### config.mk
export PLATFORM = sky130hd
export DESIGN_NAME = mem_arbiter
export DESIGN_NICKNAME = d
export VERILOG_FILES = /design/src/rtl/mem_arbiter.sv
export SDC_FILE = /design/constraint.sdc
export NUM_CORES = 1
export LEC_CHECK = 0
export ABC_AREA = 0
export CAP_MARGIN = 5
export CORE_MARGIN = 4
export CORE_UTILIZATION = 42
export CTS_CLUSTER_DIAMETER = 150
export CTS_CLUSTER_SIZE = 12
export DETAILED_ROUTE_END_ITERATION = 7
export GPL_ROUTABILITY_DRIVEN = 0
export PLACE_DENSITY = 0.81
export SLEW_MARGIN = 20
export SYNTH_ARGS = -nofsm -noshare
export SYNTH_HDL_FRONTEND = slang
export SYNTH_SLANG_ARGS = --single-unit
### constraint.sdc
create_clock -name clk -period 3 [get_ports clk]
set_input_delay 0.9 -clock clk [delete_from_list [all_inputs] [get_ports clk]]
set_output_delay 0.9 -clock clk [all_outputs]
set_load 0.01 [all_outputs]
### src/rtl/mem_arbiter.sv
// Two-port arbiter sharing one single-port memory between fetch and data accesses.
// Data has priority; a saturating streak counter forces a fetch grant after MAX_STREAK data wins.
module mem_arbiter #(
    parameter int DATA_WIDTH    = 32,
    parameter int ADDRESS_WIDTH = 32,
    parameter int LATENCY       = 2,
    parameter int MAX_STREAK    = 4
) (
    input  logic                     clk,
    input  logic                     rst,
    input  logic                     if_req,
    input  logic [ADDRESS_WIDTH-1:0] if_addr,
    output logic                     if_ack,
    output logic [DATA_WIDTH-1:0]    if_rdata,
    output logic                     if_stall,
    input  logic                     dm_req,
    input  logic                     dm_we,
    input  logic [ADDRESS_WIDTH-1:0] dm_addr,
    input  logic [DATA_WIDTH-1:0]    dm_wdata,
    output logic                     dm_ack,
    output logic [DATA_WIDTH-1:0]    dm_rdata,
    output logic                     dm_stall,
    output logic                     mem_en,
    output logic                     mem_we,
    output logic [ADDRESS_WIDTH-1:0] mem_addr,
    output logic [DATA_WIDTH-1:0]    mem_wdata,
    input  logic [DATA_WIDTH-1:0]    mem_rdata
);

    localparam int CW = (LATENCY > 1) ? $clog2(LATENCY) : 1;
    localparam int SW = $clog2(MAX_STREAK + 1);

    typedef enum logic {IDLE, WAIT} state_t;

    state_t                   state, state_next;
    logic [CW-1:0]            cnt, cnt_next;
    logic [SW-1:0]            streak, streak_next;
    logic                     grant_dm, grant_dm_next;
    logic                     we_q, we_next;
    logic                     issue, sel_dm;
    logic [ADDRESS_WIDTH-1:0] addr_q;
    logic [DATA_WIDTH-1:0]    wdata_q;
    logic [DATA_WIDTH-1:0]    if_rdata_q, dm_rdata_q;

    always_ff @(posedge clk) begin
        if (rst) begin
            state      <= IDLE;
            cnt        <= '0;
            streak     <= '0;
            grant_dm   <= 1'b0;
            we_q       <= 1'b0;
            addr_q     <= '0;
            wdata_q    <= '0;
            if_rdata_q <= '0;
            dm_rdata_q <= '0;
        end else begin
            state    <= state_next;
            cnt      <= cnt_next;
            streak   <= streak_next;
            grant_dm <= grant_dm_next;
            we_q     <= we_next;
            if (issue) begin
                addr_q  <= mem_addr;
                wdata_q <= mem_wdata;
            end
            if (if_ack)
                if_rdata_q <= mem_rdata;
            if (dm_ack && !we_q)
                dm_rdata_q <= mem_rdata;
        end
    end

    always_comb begin
        state_next    = state;
        cnt_next      = cnt;
        streak_next   = streak;
        grant_dm_next = grant_dm;
        we_next       = we_q;
        issue         = 1'b0;
        sel_dm        = 1'b0;
        mem_en        = 1'b0;
        mem_we        = 1'b0;
        mem_addr      = addr_q;
        mem_wdata     = wdata_q;
        if_ack        = 1'b0;
        dm_ack        = 1'b0;

        case (state)
            IDLE: begin
                if (if_req || dm_req) begin
                    issue         = 1'b1;
                    sel_dm        = dm_req && (!if_req || (streak < SW'(MAX_STREAK)));
                    mem_en        = 1'b1;
                    mem_we        = sel_dm && dm_we;
                    mem_addr      = sel_dm ? dm_addr : if_addr;
                    mem_wdata     = sel_dm ? dm_wdata : wdata_q;
                    grant_dm_next = sel_dm;
                    we_next       = mem_we;
                    cnt_next      = mem_we ? '0 : CW'(LATENCY - 1);
                    if (!sel_dm || !if_req)
                        streak_next = '0;
                    else if (streak != SW'(MAX_STREAK))
                        streak_next = streak + 1'b1;
                    state_next    = WAIT;
                end
            end
            WAIT: begin
                if (cnt == '0) begin
                    if_ack     = !grant_dm;
                    dm_ack     = grant_dm;
                    state_next = IDLE;
                end else begin
                    cnt_next = cnt - 1'b1;
                end
            end
            default: state_next = IDLE;
        endcase

        // strobes stay quiet in a reset cycle so the abandoned access cannot ack
        if (rst) begin
            mem_en = 1'b0;
            mem_we = 1'b0;
            if_ack = 1'b0;
            dm_ack = 1'b0;
        end
    end

    assign if_rdata = if_ack ? mem_rdata : if_rdata_q;
    assign dm_rdata = (dm_ack && !we_q) ? mem_rdata : dm_rdata_q;
    assign if_stall = if_req & ~if_ack;
    assign dm_stall = dm_req & ~dm_ack;

endmodule

**Word-level counts from Yosys, hierarchy flattened**

Cells that the tools add are included.

- Logic and storage cells: 60
- Output and inout bits: 134
- Register bits after elaboration: 135

- Mux-type cells: 28
- Equal/unequal tests: 2
- Add/sub/neg operators: 2
- Reduce and logical (&&, ||, !) cells: 13
- Bitwise operators: 5
- $lt $le $gt $ge: 1

Operators with widths:

| cell | count |
|---|---|
| $mux 32 | 8 |
| $mux 1 | 16 |
| $mux 3 | 2 |
| $logic_not 1->1 | 4 |
| $pmux 1 s2 | 2 |
| $add 3x1->3 const B | 1 |
| $logic_and 1x1->1 | 3 |
| $logic_or 1x1->1 | 3 |
| $lt 3x3->1 const B | 1 |
| $ne 3x3->1 const B | 1 |
| $not 1->1 | 3 |
| $reduce_and 3->1 | 1 |
| $and 1x1->1 | 2 |
| $ne 2x2->1 const B | 1 |
| $reduce_and 2->1 | 1 |
| $reduce_bool 2->1 | 1 |
| $sub 1x1->1 const B | 1 |

**Depth between registers and ports, before layout**

Gate-level depths: netlist of the first run.

- Word-level depth: 7
- Gate-level depth with buffers: 6
- Depth with buffers taken out: 4

**Worst setup path before layout of the first run**

No wires, ideal clock.

- Path type: input to output
- From: input if_req
- To: output mem_addr[29]
- Buffers on the path: 4
- Data arrival time: 1.970 ns
- Stages: 6
- Path slack: 0.130 ns
- Data required time: 2.100 ns
- Cells stage by stage: buf_2 o21ba_2 buf_2 buf_2 buf_1 a31oi_1

- Cells in the longest elaborated chain, start to end: 6

RTL lines:

| element | line | source |
|---|---|---|
| from (decl) | 11 | `input logic if_req,` |
| $logic_not 1->1 | 92 | `sel_dm = dm_req && (!if_req \|\| (streak < SW'(MAX_STREAK)));` |
| $logic_or 1x1->1 | 92 |  |
| $logic_and 1x1->1 | 92 |  |
| $mux 32 | 95 | `mem_addr = sel_dm ? dm_addr : if_addr;` |
| $mux 32 * | 90 | `if (if_req \|\| dm_req) begin` |
| $mux 32 * | 88 | `case (state)` |
| to (decl) | 25 | `output logic [ADDRESS_WIDTH-1:0] mem_addr,` |

Mark *: on every way between the ends. The rest lies on a longest branch, timed or not.

**Worst setup path in the final report of the first run**

- From: input rst
- To: output if_rdata[28]

- Cells in the longest elaborated chain, start to end: 2

RTL lines:

| element | line | source |
|---|---|---|
| from (decl) | 10 | `input logic rst,` |
| $mux 1 | 120 | `if (rst) begin` |
| $mux 32 | -- |  |
| to (decl) | 14 | `output logic [DATA_WIDTH-1:0] if_rdata,` |

No other way between the ends.

==> metrics.txt, run 1 <==
DP HPWL=13900 um; post-synthesis sequential area ratio=0.454; failing checks=negative setup slack; CP endpoint kind=output port; post-place setup slack=-702 ps; most common cell in the synthesized netlist=dfxtp_1; Cell variety after synth=32; type of origin of the critical path=primary input; ranking of synthesized cells by area=dfxtp_1, nand2_1, a21oi_1; status=complete, but fails checks; clk sinks=between 100 and 150; aggregate routed wire length=between 20000 and 25000 um; core area=~0.014 sq mm; Util after Layout=0.753; Vias=about 6800; worst-skew pair later-pin latency=410 ps; Starting DRT DRC Count=~440; per-cell routed wire length=16.4 um; Synth area leader=dfxtp_1; RSZ-0062 raised after global routing=yes; Setup Viol. Count Final=14; I/O pin total=about 270; nets@finish=1226; final worst setup slack=-47.7 ps; asr flop ratio synth=0; Die Height=around 130 um; clk buf depth=2; Post-synth top cells=dfxtp_1, nand2_1, a21oi_1; synthesized area per cell=approximately 8.3 sq um; # rows=43; die width=approximately 130 um; Crit Path Max Fanout=5; final clock skew=a little over 10 ps; Slew Viols, Final=0; Antenna Cells=0; total placed instance area=between 0.009 and 0.01 sq mm; Hold/Removal Path Class=register to register; leak pwr=4.90 nW; Fin. Hold Viols=0; CP required=approximately 2100 ps; Top FF cell, synth=dfxtp_1; crit share post-route=1.02; antenna viol nets, final=0; CTS buffer count=17; Max Fclk=approximately 330 MHz; ratio of cells with drive above 1 in the final layout=0.310; DRC viols=0; Post-Syn Nets=about 850; GRT Residual Overflow=0; via/cell ratio=approximately 5.3; Synth top area share=0.454; Syn Inst Count=718; Synth Register Bits=135; Slew @ Worst Pin=701 ps; Tmin final=approximately 3000 ps; WS Path Type=primary input to output port; GRT Util Overall=0.244; area growth from synthesis to layout=75.5%; CTS tree=done; starting density of the core=0.429; Clock Pin Slew Worst Setup and Hold Paths=around 60 ps; power per cell area=approximately 500 mW/mm^2; setup TNS=-391 ps; Hold-fix buffers, CTS=0; Slew HR=0.532; fill count=about 1000; Mapped Area=slightly below 0.006 sq mm; Yosys warnings=0; Die ar.=roughly 0.016 sq mm; number of buffers added on ports=around 270; max_cap viols=0; fin area=about 0.010 sq mm; Post-synth EDFFs=0; First-pass DRT Iterations=6; clock root buffer=clkbuf_16; antenna violations before repair=0; # H-tree levels=4; number of global-route vias before repair=approximately 6600; Worst Path Arrival=2150 ps; largest net degree at the start of global routing=73; Worst IR Drop VDD=just under 400 uV; first-pass GRT wire length=roughly 32000 um
kinds of logic (layout without fill, tap and decap cells):
logic type / Yosys count / after routing / share of synthesized area
adder cells (fa/ha/maj): 2 / 2 / 0.00420
multiplexers: 32 / 32 / 0.0732
buffers and inverters: 67 / 453 / 0.0486
AO/OA/AOI/OAI: 205 / 205 / 0.204
AND/OR/NAND/NOR: 277 / 277 / 0.216
flip-flops: 135 / 135 / 0.454
layout by cell type, fill, tap and decap left out, types with 31 or more instances in the layout:
cell type	count
buf_2	34
o21ai_1	42
buf_6	37
nand3_1	61
nand2_1	133
mux2_4	32
buf_4	124
a311oi_1	32
dlygate4sd2_1	31
a21oi_1	68
a31oi_1	32
dfxtp_1	135
clkdlybuf4s50_1	130
nor2_1	38
power by group:
group / total [mW] / internal, mW / switching (mW)
logic: 1.13 / 0.606 / 0.520
registers: 1.92 / 1.89 / 0.0316
clock network: 2.15 / 1.37 / 0.779
cell type report:
class	instances	area, sq um	area share
clock buffers	21	470	0.0450
inverters	5	21.3	0.00204
repair buffers	416	3730	0.357
clock inverters	11	145	0.0139
well taps	180	225	0.0216
flip-flops and latches	135	2700	0.259
multi-input cells	516	3150	0.302
critical path, stage by stage:
cell     delay, ps
buf_8          100
nor4b_4        190
buf_4          170
buf_6          110
buf_6          110
buf_12         120
mux2_4         310
buf_6          130
flip-flops by register name, summed over array words and instances (netlist names):
name,count
addr_q,32
dm_rdata_q,32
if_rdata_q,32
wdata_q,32
streak,3
cnt,1
grant_dm,1
state,1
we_q,1
metrics by stage:
stage	hold slack (ps)	cells	total power, mW
global placement	462	1233	3.07
global route	487	1284	5.41
detailed placement	474	1233	3.09
finish	462	1284	5.20
CTS	470	1281	5.25
floorplan	449	718	2.41
worst paths after layout:
path | from | endpoint | slack, ps | cells past startpoint
setup / recovery | rst | if_rdata[28] | -50 | 8
hold / removal | wdata_q[3]$_SDFFE_PP0P_ | wdata_q[3]$_SDFFE_PP0P_ | 460 | 2
setup reg to reg | grant_dm$_SDFFE_PP0P_ | if_rdata_q[29]$_SDFF_PP0_ | 1170 | 8
hold reg to reg | wdata_q[3]$_SDFFE_PP0P_ | wdata_q[3]$_SDFFE_PP0P_ | 460 | 2
layer usage:
metal,global-route usage,routed length (um)
met1,0.276,8200
met2,0.424,10500
met3,0.0790,1820
met4,0.0984,579
met5,0,0
what timing repair did:
item	CTS	global route
buffers inserted	12	5
pin swaps	2	5
gates resized for setup	430	134
gates cloned	4	3
setup endpoints to repair	134	109
Note: power is estimated with default switching activity, not from simulation.
==> inputs of run 2 (changes only) <==
--- a/config.mk
+++ b/config.mk
@@ -10,7 +10,7 @@
 export CORE_MARGIN = 4
 export CORE_UTILIZATION = 42
 export CTS_CLUSTER_DIAMETER = 150
-export CTS_CLUSTER_SIZE = 12
+export CTS_CLUSTER_SIZE = 25
 export DETAILED_ROUTE_END_ITERATION = 7
 export GPL_ROUTABILITY_DRIVEN = 0
 export PLACE_DENSITY = 0.81
==> results of run 2 <==
The final DEF is identical to that of run 1; final timing and power are the same.
==> inputs of run 3 (changes only) <==
--- a/config.mk
+++ b/config.mk
@@ -7,9 +7,9 @@
 export LEC_CHECK = 0
 export ABC_AREA = 0
 export CAP_MARGIN = 5
+export CORE_ASPECT_RATIO = 1.75
 export CORE_MARGIN = 4
 export CORE_UTILIZATION = 42
-export CTS_CLUSTER_DIAMETER = 150
 export CTS_CLUSTER_SIZE = 25
 export DETAILED_ROUTE_END_ITERATION = 7
 export GPL_ROUTABILITY_DRIVEN = 0
==> run 3 against run 2 <==
Compared with the run above: the flow still finishes with violations (negative setup slack); sequential power about the same; cell count up 1.2%; fmax decreased by 1.3%; worst hold slack improved by 1.7 ps; core utilization is 4.5 points higher; final area increased by 6.2%.
==> metrics.txt, run 3 (same netlist as run 1, synthesis figures left out) <==
type of origin of the critical path=primary input (unchanged); Vias=6940 (was 6812); Worst IR Drop VDD=370 uV (was 394 uV); CTS buffer count=17 (unchanged); RSZ-0062 raised after global routing=yes (unchanged); CP required=2100 ps (about the same); Switch Pwr=1.42 mW (was 1.33 mW); # rows=57 (was 43); CP endpoint kind=output port (unchanged); per-cell routed wire length=18.2 um (was 16.4 um); First-pass DRT Iterations=6 (unchanged); power per cell area=476 mW/mm^2 (was 498 mW/mm^2); Sequential Power Share=0.364 (was 0.370); crit share post-route=1.03 (was 1.02); clk sinks=135 (unchanged); Gate power share=0.229 (was 0.217); number of global-route vias before repair=6855 (was 6583); leak pwr=5.03 nW (was 4.90 nW); I/O pin total=267 (unchanged); Die Height=165 um (was 127 um); Slew @ Worst Pin=564 ps (was 701 ps); Worst Path Arrival=2190 ps (was 2150 ps); final worst setup slack=-87.8 ps (was -47.7 ps); core area=0.0139 sq mm (about the same); failing checks=negative setup slack (unchanged); share of total power in the clock network=0.407 (was 0.414); area growth from synthesis to layout=86.4% (was 75.5%); Die ar.=0.0162 sq mm (was 0.0161 sq mm); Starting DRT DRC Count=344 (was 438); number of buffers added on ports=266 (unchanged); Setup Viol. Count Final=18 (was 14); ratio of cells with drive above 1 in the final layout=0.350 (was 0.310); # H-tree levels=4 (unchanged); DRC viols=0 (unchanged); Hold-fix buffers, CTS=0 (unchanged); Crit Path Max Fanout=6 (was 5); max_cap viols=0 (unchanged); largest net degree at the start of global routing=84 (was 73); post-place setup slack=-748 ps (was -702 ps); Max Fclk=324 MHz (was 328 MHz); nets@finish=1245 (was 1226); DP HPWL=14400 um (was 13900 um); Slew HR=0.624 (was 0.532); worst-skew pair later-pin latency=410 ps (about the same); CP peak stage delay=300 ps (was 310 ps); starting density of the core=0.428 (was 0.429); antenna viol nets, final=0 (unchanged); GRT Residual Overflow=0 (unchanged); slowest CP cell=mux2_4 (unchanged); Power Total=5.28 mW (was 5.20 mW); Fin. Hold Viols=0 (unchanged); antenna violations before repair=1 (was 0); switching share of power=0.269 (was 0.256); GRT Util Overall=0.260 (was 0.244); Slew Viols, Final=0 (unchanged); via/cell ratio=5.34 (was 5.31); setup TNS=-1050 ps (was -391 ps); Power Internal=3.86 mW (was 3.87 mW); Clock Pin Slew Worst Setup and Hold Paths=60 ps (about the same); commonest non-fill, non-tap cell in the layout=dfxtp_1 (unchanged); aggregate routed wire length=23700 um (was 21100 um); final clock skew=11.4 ps (was 10.2 ps); clk buf depth=2 (unchanged); clock root buffer=clkbuf_16 (unchanged); WS Path Type=primary input to output port (unchanged); first-pass GRT wire length=33800 um (was 32100 um); status=complete, but fails checks (unchanged); CTS tree=done (unchanged); Hold/Removal Path Class=register to register (unchanged); most frequent cells in the layout=dfxtp_1, clkdlybuf4s50_1, nand2_1 (was dfxtp_1, nand2_1, clkdlybuf4s50_1); die width=98.0 um (was 127 um); Tmin final=3090 ps (was 3050 ps); worst path cell trace=buf_8, nor4b_4, buf_6, buf_16, buf_12, buf_12, mux2_4, buf_6 (was buf_8, nor4b_4, buf_4, buf_6, buf_6, buf_12, mux2_4, buf_6)
==> run 3: path summary, 6_finish.rpt <==
| kind | startpoint | endpoint | slack, ps | depth (start not counted) |
|---|---|---|---|---|
| setup / recovery | rst | if_rdata[7] | -90 | 8 |
| hold / removal | wdata_q[16]$_SDFFE_PP0P_ | wdata_q[16]$_SDFFE_PP0P_ | 460 | 2 |
| setup reg to reg | grant_dm$_SDFFE_PP0P_ | if_rdata_q[20]$_SDFF_PP0_ | 1110 | 8 |
| hold reg to reg | wdata_q[16]$_SDFFE_PP0P_ | wdata_q[16]$_SDFFE_PP0P_ | 460 | 2 |
==> run 3: final cells by class <==
cell class                 instances  area, sq um
clock inverter                    13          170
timing repair buffer             435         4170
multi-input combinational        516         3370
fill                             837         2810
clock buffer                      18          429
antenna                            1         2.50
tap                              177          221
sequential                       135         2700
inverter                           5         21.3
==> run 3: what timing repair did <==
action                                  4_1_cts  5_1_grt
hold endpoints to repair                      0        0
endpoints found under the setup margin      134      118
pin swaps                                    17       21
buffers inserted                             36       12
resized for setup                           541      123
gates cloned                                  6        3
==> run 3: per-stage QoR <==
stage	cell area, sq um	hold WS, ps	std cells	util
after global placement	9600	459	1219	0.690
after floorplan	5950	449	718	-
after CTS	10800	470	1291	0.774
after global routing	11100	483	1300	0.798
after detailed placement	9600	481	1219	0.690
final	11100	464	1300	0.798
==> run 3: critical path, delay by kind of cell <==
kind,cells,cell delay [ps]
buf+inv,6,760
mux,1,300
simple gates,1,210
==> run 3: routing by layer <==
layer,vias up,part of all wire,track usage
met5,-,0,0
met4,0,0.045,0.137
met3,58,0.051,0.0593
met2,243,0.55,0.479
met1,3305,0.35,0.272
li1,3334,-,-
==> run 3: power groups by stage <==
stage | logic [mW] | registers [mW] | clock network [mW]
after detailed placement | 1.14 | 1.95 | 0
after CTS | 1.17 | 1.92 | 2.18
after floorplan | 0.461 | 1.95 | 0
after global routing | 1.29 | 1.93 | 2.26
after global placement | 1.12 | 1.95 | 0
final | 1.21 | 1.92 | 2.15
